===== config.mk =====
export PLATFORM = sky130hd
export DESIGN_NAME = riscvlong_mem_arb
export DESIGN_NICKNAME = d
export VERILOG_FILES = /design/src/rtl/riscvlong_mem_arb_pkg.sv /design/src/rtl/riscvlong_mem_arb_tagq.sv /design/src/rtl/riscvlong_mem_arb.sv
export SDC_FILE = /design/constraint.sdc
export NUM_CORES = 1
export LEC_CHECK = 0
export BUFFER_PORTS_ARGS = -buffer_cell sky130_fd_sc_hd__buf_2
export CAP_MARGIN = 20
export CORE_AREA = 2 2 126 128
export CTS_CLUSTER_SIZE = 30
export DETAILED_ROUTE_END_ITERATION = 6
export DIE_AREA = 0 0 128 130
export MAX_ROUTING_LAYER = met4
export PLACE_DENSITY_LB_ADDON = 0.25
export SLEW_MARGIN = 10
export SYNTH_ARGS = -nofsm -noshare
export SYNTH_HDL_FRONTEND = slang
export SYNTH_SLANG_ARGS = --single-unit

===== constraint.sdc =====
create_clock -name clk -period 2.7 [get_ports clk]
set_clock_uncertainty 0.1 [all_clocks]
set_input_delay 0.135 -clock clk [delete_from_list [all_inputs] [get_ports clk]]
set_output_delay 0.135 -clock clk [all_outputs]
set_load 0.01 [all_outputs]

===== src/rtl/riscvlong_mem_arb_pkg.sv =====
// Shared definitions for the I/D memory arbiter: vc-style memory message layout
// and the source tags recorded for each outstanding request.
package riscvlong_mem_arb_pkg;

  // vc-MemReqMsg layout, MSB first: {type, addr, len, data}
  localparam int MEMREQ_TYPE_W = 1;
  localparam int MEMREQ_LEN_W  = 2;
  localparam int MEMREQ_ADDR_W = 32;
  localparam int MEMREQ_DATA_W = 32;
  localparam int MEMREQ_MSG_W  = MEMREQ_TYPE_W + MEMREQ_ADDR_W + MEMREQ_LEN_W + MEMREQ_DATA_W;

  // vc-MemRespMsg layout, MSB first: {type, len, data}
  localparam int MEMRESP_TYPE_W = 1;
  localparam int MEMRESP_LEN_W  = 2;
  localparam int MEMRESP_DATA_W = 32;
  localparam int MEMRESP_MSG_W  = MEMRESP_TYPE_W + MEMRESP_LEN_W + MEMRESP_DATA_W;

  localparam logic MEMREQ_TYPE_READ  = 1'b0;
  localparam logic MEMREQ_TYPE_WRITE = 1'b1;

  // Source tag pushed into the tag FIFO for each accepted request
  localparam logic ARB_SRC_I = 1'b0;
  localparam logic ARB_SRC_D = 1'b1;

  typedef enum logic {
    SRC_I = 1'b0,
    SRC_D = 1'b1
  } arb_src_e;

  typedef struct packed {
    logic                     typ;
    logic [MEMREQ_ADDR_W-1:0] addr;
    logic [MEMREQ_LEN_W-1:0]  len;
    logic [MEMREQ_DATA_W-1:0] data;
  } memreq_msg_t;

  typedef struct packed {
    logic                      typ;
    logic [MEMRESP_LEN_W-1:0]  len;
    logic [MEMRESP_DATA_W-1:0] data;
  } memresp_msg_t;

endpackage


===== src/rtl/riscvlong_mem_arb_tagq.sv =====
// 1-bit wide in-order FIFO holding the source tag of each in-flight request.
// Pointers wrap naturally; occupancy is tracked in a separate counter.
module riscvlong_mem_arb_tagq #(
  parameter int DEPTH = 4
) (
  input  logic                     clk,
  input  logic                     reset,
  input  logic                     enq,
  input  logic                     enq_bit,
  input  logic                     deq,
  output logic                     deq_bit,
  output logic                     full,
  output logic                     empty,
  output logic [$clog2(DEPTH):0]   count
);

  localparam int PW = $clog2(DEPTH);
  localparam int CW = PW + 1;

  logic [DEPTH-1:0] r_mem;
  logic [PW-1:0]    r_wptr;
  logic [PW-1:0]    r_rptr;
  logic [CW-1:0]    r_count;
  logic             w_enq;
  logic             w_deq;

  // full/empty come from the registered count, so enq is never admitted on a
  // same-cycle deq when full: keeps deq off the enq timing path.
  assign full  = (r_count == CW'(DEPTH));
  assign empty = (r_count == '0);
  assign w_enq = enq & ~full;
  assign w_deq = deq & ~empty;

  assign deq_bit = r_mem[r_rptr];
  assign count   = r_count;

  always_ff @(posedge clk or negedge reset) begin
    if (!reset) begin
      r_wptr  <= '0;
      r_rptr  <= '0;
      r_count <= '0;
    end else begin
      if (w_enq) r_wptr <= r_wptr + 1'b1;
      if (w_deq) r_rptr <= r_rptr + 1'b1;
      r_count <= r_count + {{PW{1'b0}}, w_enq} - {{PW{1'b0}}, w_deq};
    end
  end

  // Storage needs no reset: entries are only read while count is non-zero.
  always_ff @(posedge clk) begin
    if (w_enq) r_mem[r_wptr] <= enq_bit;
  end

endmodule


===== src/rtl/riscvlong_mem_arb.sv =====
// Round-robin 2:1 arbiter merging the core's I and D memory ports onto one
// shared memory port; responses are steered back by an in-order tag FIFO.
module riscvlong_mem_arb
  import riscvlong_mem_arb_pkg::*;
#(
  parameter int MAX_OUTSTANDING = 4,
  parameter int ADDR_SZ         = 32,
  parameter int DATA_SZ         = 32
) (
  input  logic                               clk,
  input  logic                               reset,

  input  logic [ADDR_SZ+DATA_SZ+2:0]         imemreq_msg,
  input  logic                               imemreq_val,
  output logic                               imemreq_rdy,
  output logic [DATA_SZ+2:0]                 imemresp_msg,
  output logic                               imemresp_val,

  input  logic [ADDR_SZ+DATA_SZ+2:0]         dmemreq_msg,
  input  logic                               dmemreq_val,
  output logic                               dmemreq_rdy,
  output logic [DATA_SZ+2:0]                 dmemresp_msg,
  output logic                               dmemresp_val,

  output logic [ADDR_SZ+DATA_SZ+2:0]         memreq_msg,
  output logic                               memreq_val,
  input  logic                               memreq_rdy,
  input  logic [DATA_SZ+2:0]                 memresp_msg,
  input  logic                               memresp_val,

  output logic [$clog2(MAX_OUTSTANDING):0]   outstanding,
  output logic                               proto_err
);

  arb_src_e r_last_grant;
  logic     r_proto_err;

  logic     w_grant_i;
  logic     w_grant_d;
  logic     w_req_val;
  logic     w_fire;
  logic     w_pop;
  logic     w_full;
  logic     w_empty;
  logic     w_head;
  logic     w_tag;

  // On conflict the side that did not win the last accepted request goes next.
  always_comb begin
    w_grant_i = 1'b0;
    w_grant_d = 1'b0;
    if (imemreq_val && dmemreq_val) begin
      w_grant_i = (r_last_grant == SRC_D);
      w_grant_d = (r_last_grant == SRC_I);
    end else begin
      w_grant_i = imemreq_val;
      w_grant_d = dmemreq_val;
    end
  end

  // reset gating keeps every val/rdy output low while reset is held
  assign w_req_val = reset & ~w_full & (imemreq_val | dmemreq_val);
  assign w_fire    = w_req_val & memreq_rdy;
  assign w_tag     = w_grant_d ? ARB_SRC_D : ARB_SRC_I;

  assign memreq_val  = w_req_val;
  assign memreq_msg  = w_grant_d ? dmemreq_msg : imemreq_msg;
  assign imemreq_rdy = w_grant_i & w_fire;
  assign dmemreq_rdy = w_grant_d & w_fire;

  // A response with nothing outstanding is dropped and flagged, never popped.
  assign w_pop        = reset & memresp_val & ~w_empty;
  assign imemresp_val = w_pop & (w_head == ARB_SRC_I);
  assign dmemresp_val = w_pop & (w_head == ARB_SRC_D);
  assign imemresp_msg = memresp_msg;
  assign dmemresp_msg = memresp_msg;

  assign proto_err = r_proto_err;

  always_ff @(posedge clk or negedge reset) begin
    if (!reset) begin
      r_last_grant <= SRC_D;
      r_proto_err  <= 1'b0;
    end else begin
      if (w_fire) r_last_grant <= w_grant_d ? SRC_D : SRC_I;
      if (memresp_val && w_empty) r_proto_err <= 1'b1;
    end
  end

  riscvlong_mem_arb_tagq #(
    .DEPTH (MAX_OUTSTANDING)
  ) u_tagq (
    .clk     (clk),
    .reset   (reset),
    .enq     (w_fire),
    .enq_bit (w_tag),
    .deq     (w_pop),
    .deq_bit (w_head),
    .full    (w_full),
    .empty   (w_empty),
    .count   (outstanding)
  );

endmodule

After elaboration in Yosys (flattened, before gate mapping) --
Cells that the tools add are included. Widths: inputs -> output; s select.
Storage, ports and cells: register bits after elaboration 13, bits of input ports 175, word-level logic and storage cells 43
Cells by class: mux-type cells 9, $lt $le $gt $ge 3, reduce and logical (&&, ||, !) cells 4, add/sub/neg operators 4, equal/unequal tests 1, bitwise gates (word level) 16
Operator list (number):
- $mux 67 | 1
- $and 1x1->1 | 11
- $lt 2x3->1 const B | 2
- $mux 1 | 5
- $add 2x1->2 const B | 2
- $bwmux 4 | 1
- $not 1->1 | 4
- $add 3x1->3 | 1
- $eq 3x3->1 const B | 1
- $logic_and 1x1->1 | 3
- $logic_not 3->1 | 1
- $sub 3x1->3 | 1
- $bmux 1 s2 | 1
- $demux 1 s2 | 1
- $ge 2x1->1 const B | 1
- $or 1x1->1 | 1

Depth between registers and ports, before layout --
depth after elaboration 8, depth in mapped cells 8, mapped depth without buffers 8

Hierarchy --
From an unflattened synthesis, not the netlist that was laid out.
Second synthesis, totals: cells, all modules 208, area total of the unflattened synthesis 2118.3 sq um
By module, submodules not included:
- riscvlong_mem_arb | cells an instance 162, instances 1, area an instance 1506.4 sq um, sequential area each 51.3 sq um
- riscvlong_mem_arb_tagq | cells an instance 46, instances 1, area an instance 611.8 sq um, sequential area each 295.3 sq um

Least setup slack after synthesis --
OpenSTA, ideal clock, no wires.
kind register -> register, from reg u_tagq.r_count[1] (netlist: u_tagq.count[1]), to reg u_tagq.r_count[2] (netlist: u_tagq.count[2]), period minus slack after synthesis 2.272 ns, path buffers 0, required time 2.469 ns, cell stages (with the launch flop) 9, setup slack 0.428 ns, arrival time 2.041 ns, cell sequence dfrtp_1 o311a_2 ha_1 inv_1 ha_1 inv_1 fa_1 xnor2_1 xnor2_1
On the way: elaborated cells on any way between the ends 12, classes of those cells add/sub (2); eq/ne (1); bitwise (8); reduce/logical (1)
RTL lines:
- start, declared | line riscvlong_mem_arb_tagq.sv:23 | logic [CW-1:0] r_count;
- start signal, assigned | line riscvlong_mem_arb_tagq.sv:45 | r_count <= r_count + {{PW{1'b0}}, w_enq} - {{PW{1'b0}}, w_deq};
- $logic_not 3->1 (*) | line riscvlong_mem_arb_tagq.sv:30 | assign empty = (r_count == '0);
- $not 1->1 (*) | line riscvlong_mem_arb_tagq.sv:32, riscvlong_mem_arb.sv:72
- $and 1x1->1 | line riscvlong_mem_arb.sv:72 | assign w_pop = reset & memresp_val & ~w_empty;
- $and 1x1->1 (*) | line riscvlong_mem_arb_tagq.sv:32 | assign w_deq = deq & ~empty;
- via u_tagq.w_deq | line riscvlong_mem_arb_tagq.sv:25 | logic w_deq;
- $sub 3x1->3 (*) | line riscvlong_mem_arb_tagq.sv:45
The timed path passes the listed nets; every way through them passes the cells marked *. A chain may end at the register's enable or synchronous reset.

Worst setup path after layout --
Same ends and word-level chain as after synthesis.

==> metrics.log <==
INFO  metric synth.yosys.seq_area_share = 0.172
INFO  metric grt_max_degree = 44
INFO  metric area_delta_synth_final = 43.5%
INFO  metric cap_violations = 0
INFO  metric multiplexer_area_fraction_after_synthesis = 0.401
INFO  metric crit_path_start_kind = flop
INFO  metric worst_path_largest_cell_delay = about 0.48 ns
INFO  metric fmax = approximately 430 MHz
INFO  metric finalNetCount = roughly 530
INFO  metric num_rows = 46
INFO  metric synth-adder-area-share = 0.0472
INFO  metric worst_slew_pin_slew = around 0.54 ns
INFO  metric clock-root-buffer = clkbuf_16
INFO  metric instances_no_fill = between 500 and 600
INFO  metric place.gp.congestion = 0.735
INFO  metric hold_ws = between 0.01 and 0.015 ns
INFO  metric rsz_0062_raised_after_global_routing = false
INFO  metric synthCells = between 150 and 200
INFO  metric synth_top_family_by_area = multiplexers
INFO  metric clk_pin_slew = 0.04 ns
INFO  metric routed_via_density = about 3.5
INFO  metric detail_route.drc_violations = 0
INFO  metric synth_xor_xnor_area_share = 0.0217
INFO  metric critical-path-slowest-cell = o311a_2
INFO  metric average_instance_area_after_synthesis = around 10 um^2
INFO  metric routed-via-count = 1848
INFO  metric hpwlAfterDp = 5900 um
INFO  metric outcome = finished clean
INFO  metric comb_power_share = 0.572
INFO  metric sw_frac_of_total = 0.366
INFO  metric core_region_area = 15400 um^2
INFO  metric cts_setup_buffers = 0
INFO  metric critical_path.endpoint_type = flop
INFO  metric antenna_found_initial = 1
INFO  metric avgRoutedWirePerCell = around 12 um
INFO  metric worst_ep_arrival_time = approximately 2.4 ns
INFO  metric fin_hold_viols = 0
INFO  metric final.setup.tns = 0 ns
INFO  metric drt_pre_antenna_iters = 4
INFO  metric seqCellArea = around 350 um^2
INFO  metric power.ir.vdd_worst = between 0.2 and 0.25 mV
INFO  metric n_fill_cell = between 1500 and 2000
INFO  metric synth-seq-cells = 13
INFO  metric initial_utilization = 0.131
INFO  metric startpoint_to_endpoint_class_of_the_critical_path = flop to flop
INFO  metric required = 2.72 ns
INFO  metric worstPathMaxFanout = 6
INFO  metric final_min_period_over_clock_period = 0.864
INFO  metric num_io_pins = 321
INFO  metric finalSetupViolCount = 0
INFO  metric die_area = around 17000 um^2
INFO  metric clkLatencyLatePin = 0.24 ns
INFO  metric drt-initial-drc-count = 35
INFO  metric postRouteWirelength = between 6000 and 7000 um
INFO  metric yosysUniqueCellTypes = 26
INFO  metric port-buffer-count = approximately 220
INFO  metric cts_inserted_buffers = 3
INFO  metric min-delay-path-class = input port to flop
INFO  metric worstPathCellList = o311a_2 > ha_1 > inv_1 > ha_1 > inv_1 > fa_1 > xnor2_1 > xnor2_1
INFO  metric global_route.usage.total = 0.0739
INFO  metric synth.net_count = between 300 and 400
INFO  metric drive_above_1_share = 0.883
INFO  metric relative_contribution_of_the_clock_network_to_total_power = 0.179
INFO  metric synth-compound-area-share = 0.0298
INFO  metric placed_cells_incl_taps = around 530
INFO  metric first_global_vias = 1791
INFO  metric fp.dieH = about 130 um
INFO  metric antenna_left = 0
INFO  metric fin_total_pwr = ~0.0015 W
INFO  metric yosys_warnings = 0
INFO  metric switchingPower = between 0.0005 and 0.0006 W
INFO  metric maxSlewHeadroom = 0.642
INFO  metric post_synth_and_or_nand_nor_area_fraction = 0.0373
INFO  metric cts_tree = built
INFO  metric leakage = 1.48 nW
INFO  metric p_int = slightly below 0.001 W
INFO  metric p_per_area = between 500 and 600 nW/um^2
INFO  metric slew_viol_final = 0
INFO  metric combined_area_of_the_multi_input_logic_cells = around 1100 um^2
INFO  metric grt_first_pass_wirelength = about 9400 um
INFO  metric post_layout_minimum_cycle_time = roughly 2.3 ns
INFO  metric cts_max_level = 1
INFO  metric syn_area = 2010 um^2
INFO  metric ctsLongestPathBuffers = 2
INFO  metric die_width = 128 um
INFO  metric cts.sinks = 13
INFO  metric pwr-share-seq = 0.249
INFO  metric global_route.overflow_total = 0
## final timing paths
| check | slack, ns | cells past startpoint | startpoint | to |
|---|---|---|---|---|
| worst max-delay path | 0.37 | 8 | u_tagq.count[1] | u_tagq.count[2] |
| worst min-delay path | 0.01 | 2 | memresp_val | proto_err |
| worst max register to register | 0.37 | 8 | u_tagq.count[1] | u_tagq.count[2] |
| worst min register to register | 0.34 | 1 | proto_err | proto_err |
| max in group asynchronous | 2.06 | 2 | reset | r_last_grant |
| min in group asynchronous | 0.19 | 2 | reset | u_tagq.count[2] |
## cell families (layout without fill, tap and decap cells)
family | after synthesis | after routing
adders and majority gates | 7 | 7
xor gates and xnor gates | 5 | 5
muxes | 70 | 70
AOI/OAI and AO/OA | 6 | 6
other | 0 | 1
and+or+nand+nor | 11 | 11
buffers and inverters | 84 | 230
DFF | 13 | 13
## layout by cell type, fill, tap and decap left out
cell             n
nor2b_1          1
dfrtp_1          8
a211oi_4         1
o21ai_1          1
o311a_2          1
fa_1             1
buf_2          215
diode_2          1
xnor2_1          4
buf_4            3
xor2_1           1
inv_1            7
nand2_1          1
and3b_2          1
clkbuf_16        3
a21boi_4         1
and2_1           1
ha_1             6
nor3_1           1
mux4_2           1
mux2_4           2
edfxtp_1         4
mux2_2          67
nor2_2           1
a21o_1           1
dlygate4sd3_1    1
and2_2           5
clkbuf_1         1
a21oi_1          1
dfstp_2          1
## per-stage QoR
stage / setup slack, ns / util / area, um^2
after floorplan: 0.428 / - / 2010
after global placement: 0.421 / 0.182 / 2800
after detailed placement: 0.372 / 0.182 / 2800
after CTS: 0.350 / 0.187 / 2890
after global routing: 0.210 / 0.187 / 2890
final: 0.366 / 0.187 / 2890
## cell usage after synthesis (all sizes together)
| master | instances | area, um^2 |
|---|---|---|
| nor2 | 1 | 6.26 |
| mux4 | 1 | 22.5 |
| xor2 | 1 | 8.76 |
| and2 | 6 | 43.8 |
| edfxtp | 4 | 120 |
| and3b | 1 | 10.0 |
| inv | 7 | 26.3 |
| a211oi | 1 | 20.0 |
| nand2 | 1 | 3.75 |
| buf | 77 | 561 |
| nor2b | 1 | 6.26 |
| dfrtp | 8 | 200 |
| a21o | 1 | 7.51 |
| a21oi | 1 | 5.00 |
| xnor2 | 4 | 35.0 |
| a21boi | 1 | 11.3 |
| nor3 | 1 | 5.00 |
| mux2 | 69 | 785 |
| o21ai | 1 | 5.00 |
| dfstp | 1 | 26.3 |
| o311a | 1 | 11.3 |
| fa | 1 | 20.0 |
| ha | 6 | 75.1 |
## routing by layer
metal | global-route usage | part of all wire | vias up
li1 | - | - | 893
met1 | 0.0826 | 0.38 | 791
met2 | 0.125 | 0.49 | 159
met3 | 0.0324 | 0.12 | 5
met4 | 0.0129 | 0.0052 | 0
met5 | - | 0 | -
## state kept, by name, indices dropped and copies added (netlist names)
register / flops
u_tagq.r_mem: 4
u_tagq.count: 3
u_tagq.r_rptr: 2
u_tagq.r_wptr: 2
proto_err: 1
r_last_grant: 1
## cell type report
type                            instances  share of cell area
Multi-Input combinational cell         99               0.376
Clock buffer                            4              0.0273
Timing Repair Buffer                  219               0.383
Sequential cell                        13               0.120
Inverter                                7             0.00909
Tap cell                              192              0.0831
Antenna cell                            1            0.000865
## what timing repair did
item | in CTS | in global routing
setup endpoints to repair | 0 | 0
hold buffers | 1 | 0
gates resized for setup | 0 | 0
hold endpoints to repair | 9 | 0
## power groups by stage
stage / Clock [W] / Combinational [W] / Sequential (W)
global route: 0.000295 / 0.000972 / 0.000398
floorplan: 0 / 0.000649 / 0.000379
finish: 0.000275 / 0.000877 / 0.000382
detailed placement: 0 / 0.000894 / 0.000383
CTS: 0.000286 / 0.000895 / 0.000384
global placement: 0 / 0.000882 / 0.000379
## worst max-delay path: cells and delay by family, from the launching register on
kind / cells / cell delay (ns)
buffers and inverters: 2 / 0.10
flip-flops: 1 / 0.46
adder cells (fa/ha/maj): 3 / 0.78
XOR/XNOR: 2 / 0.28
AO/OA/AOI/OAI: 1 / 0.48
Power figures use the tool's default switching activity.
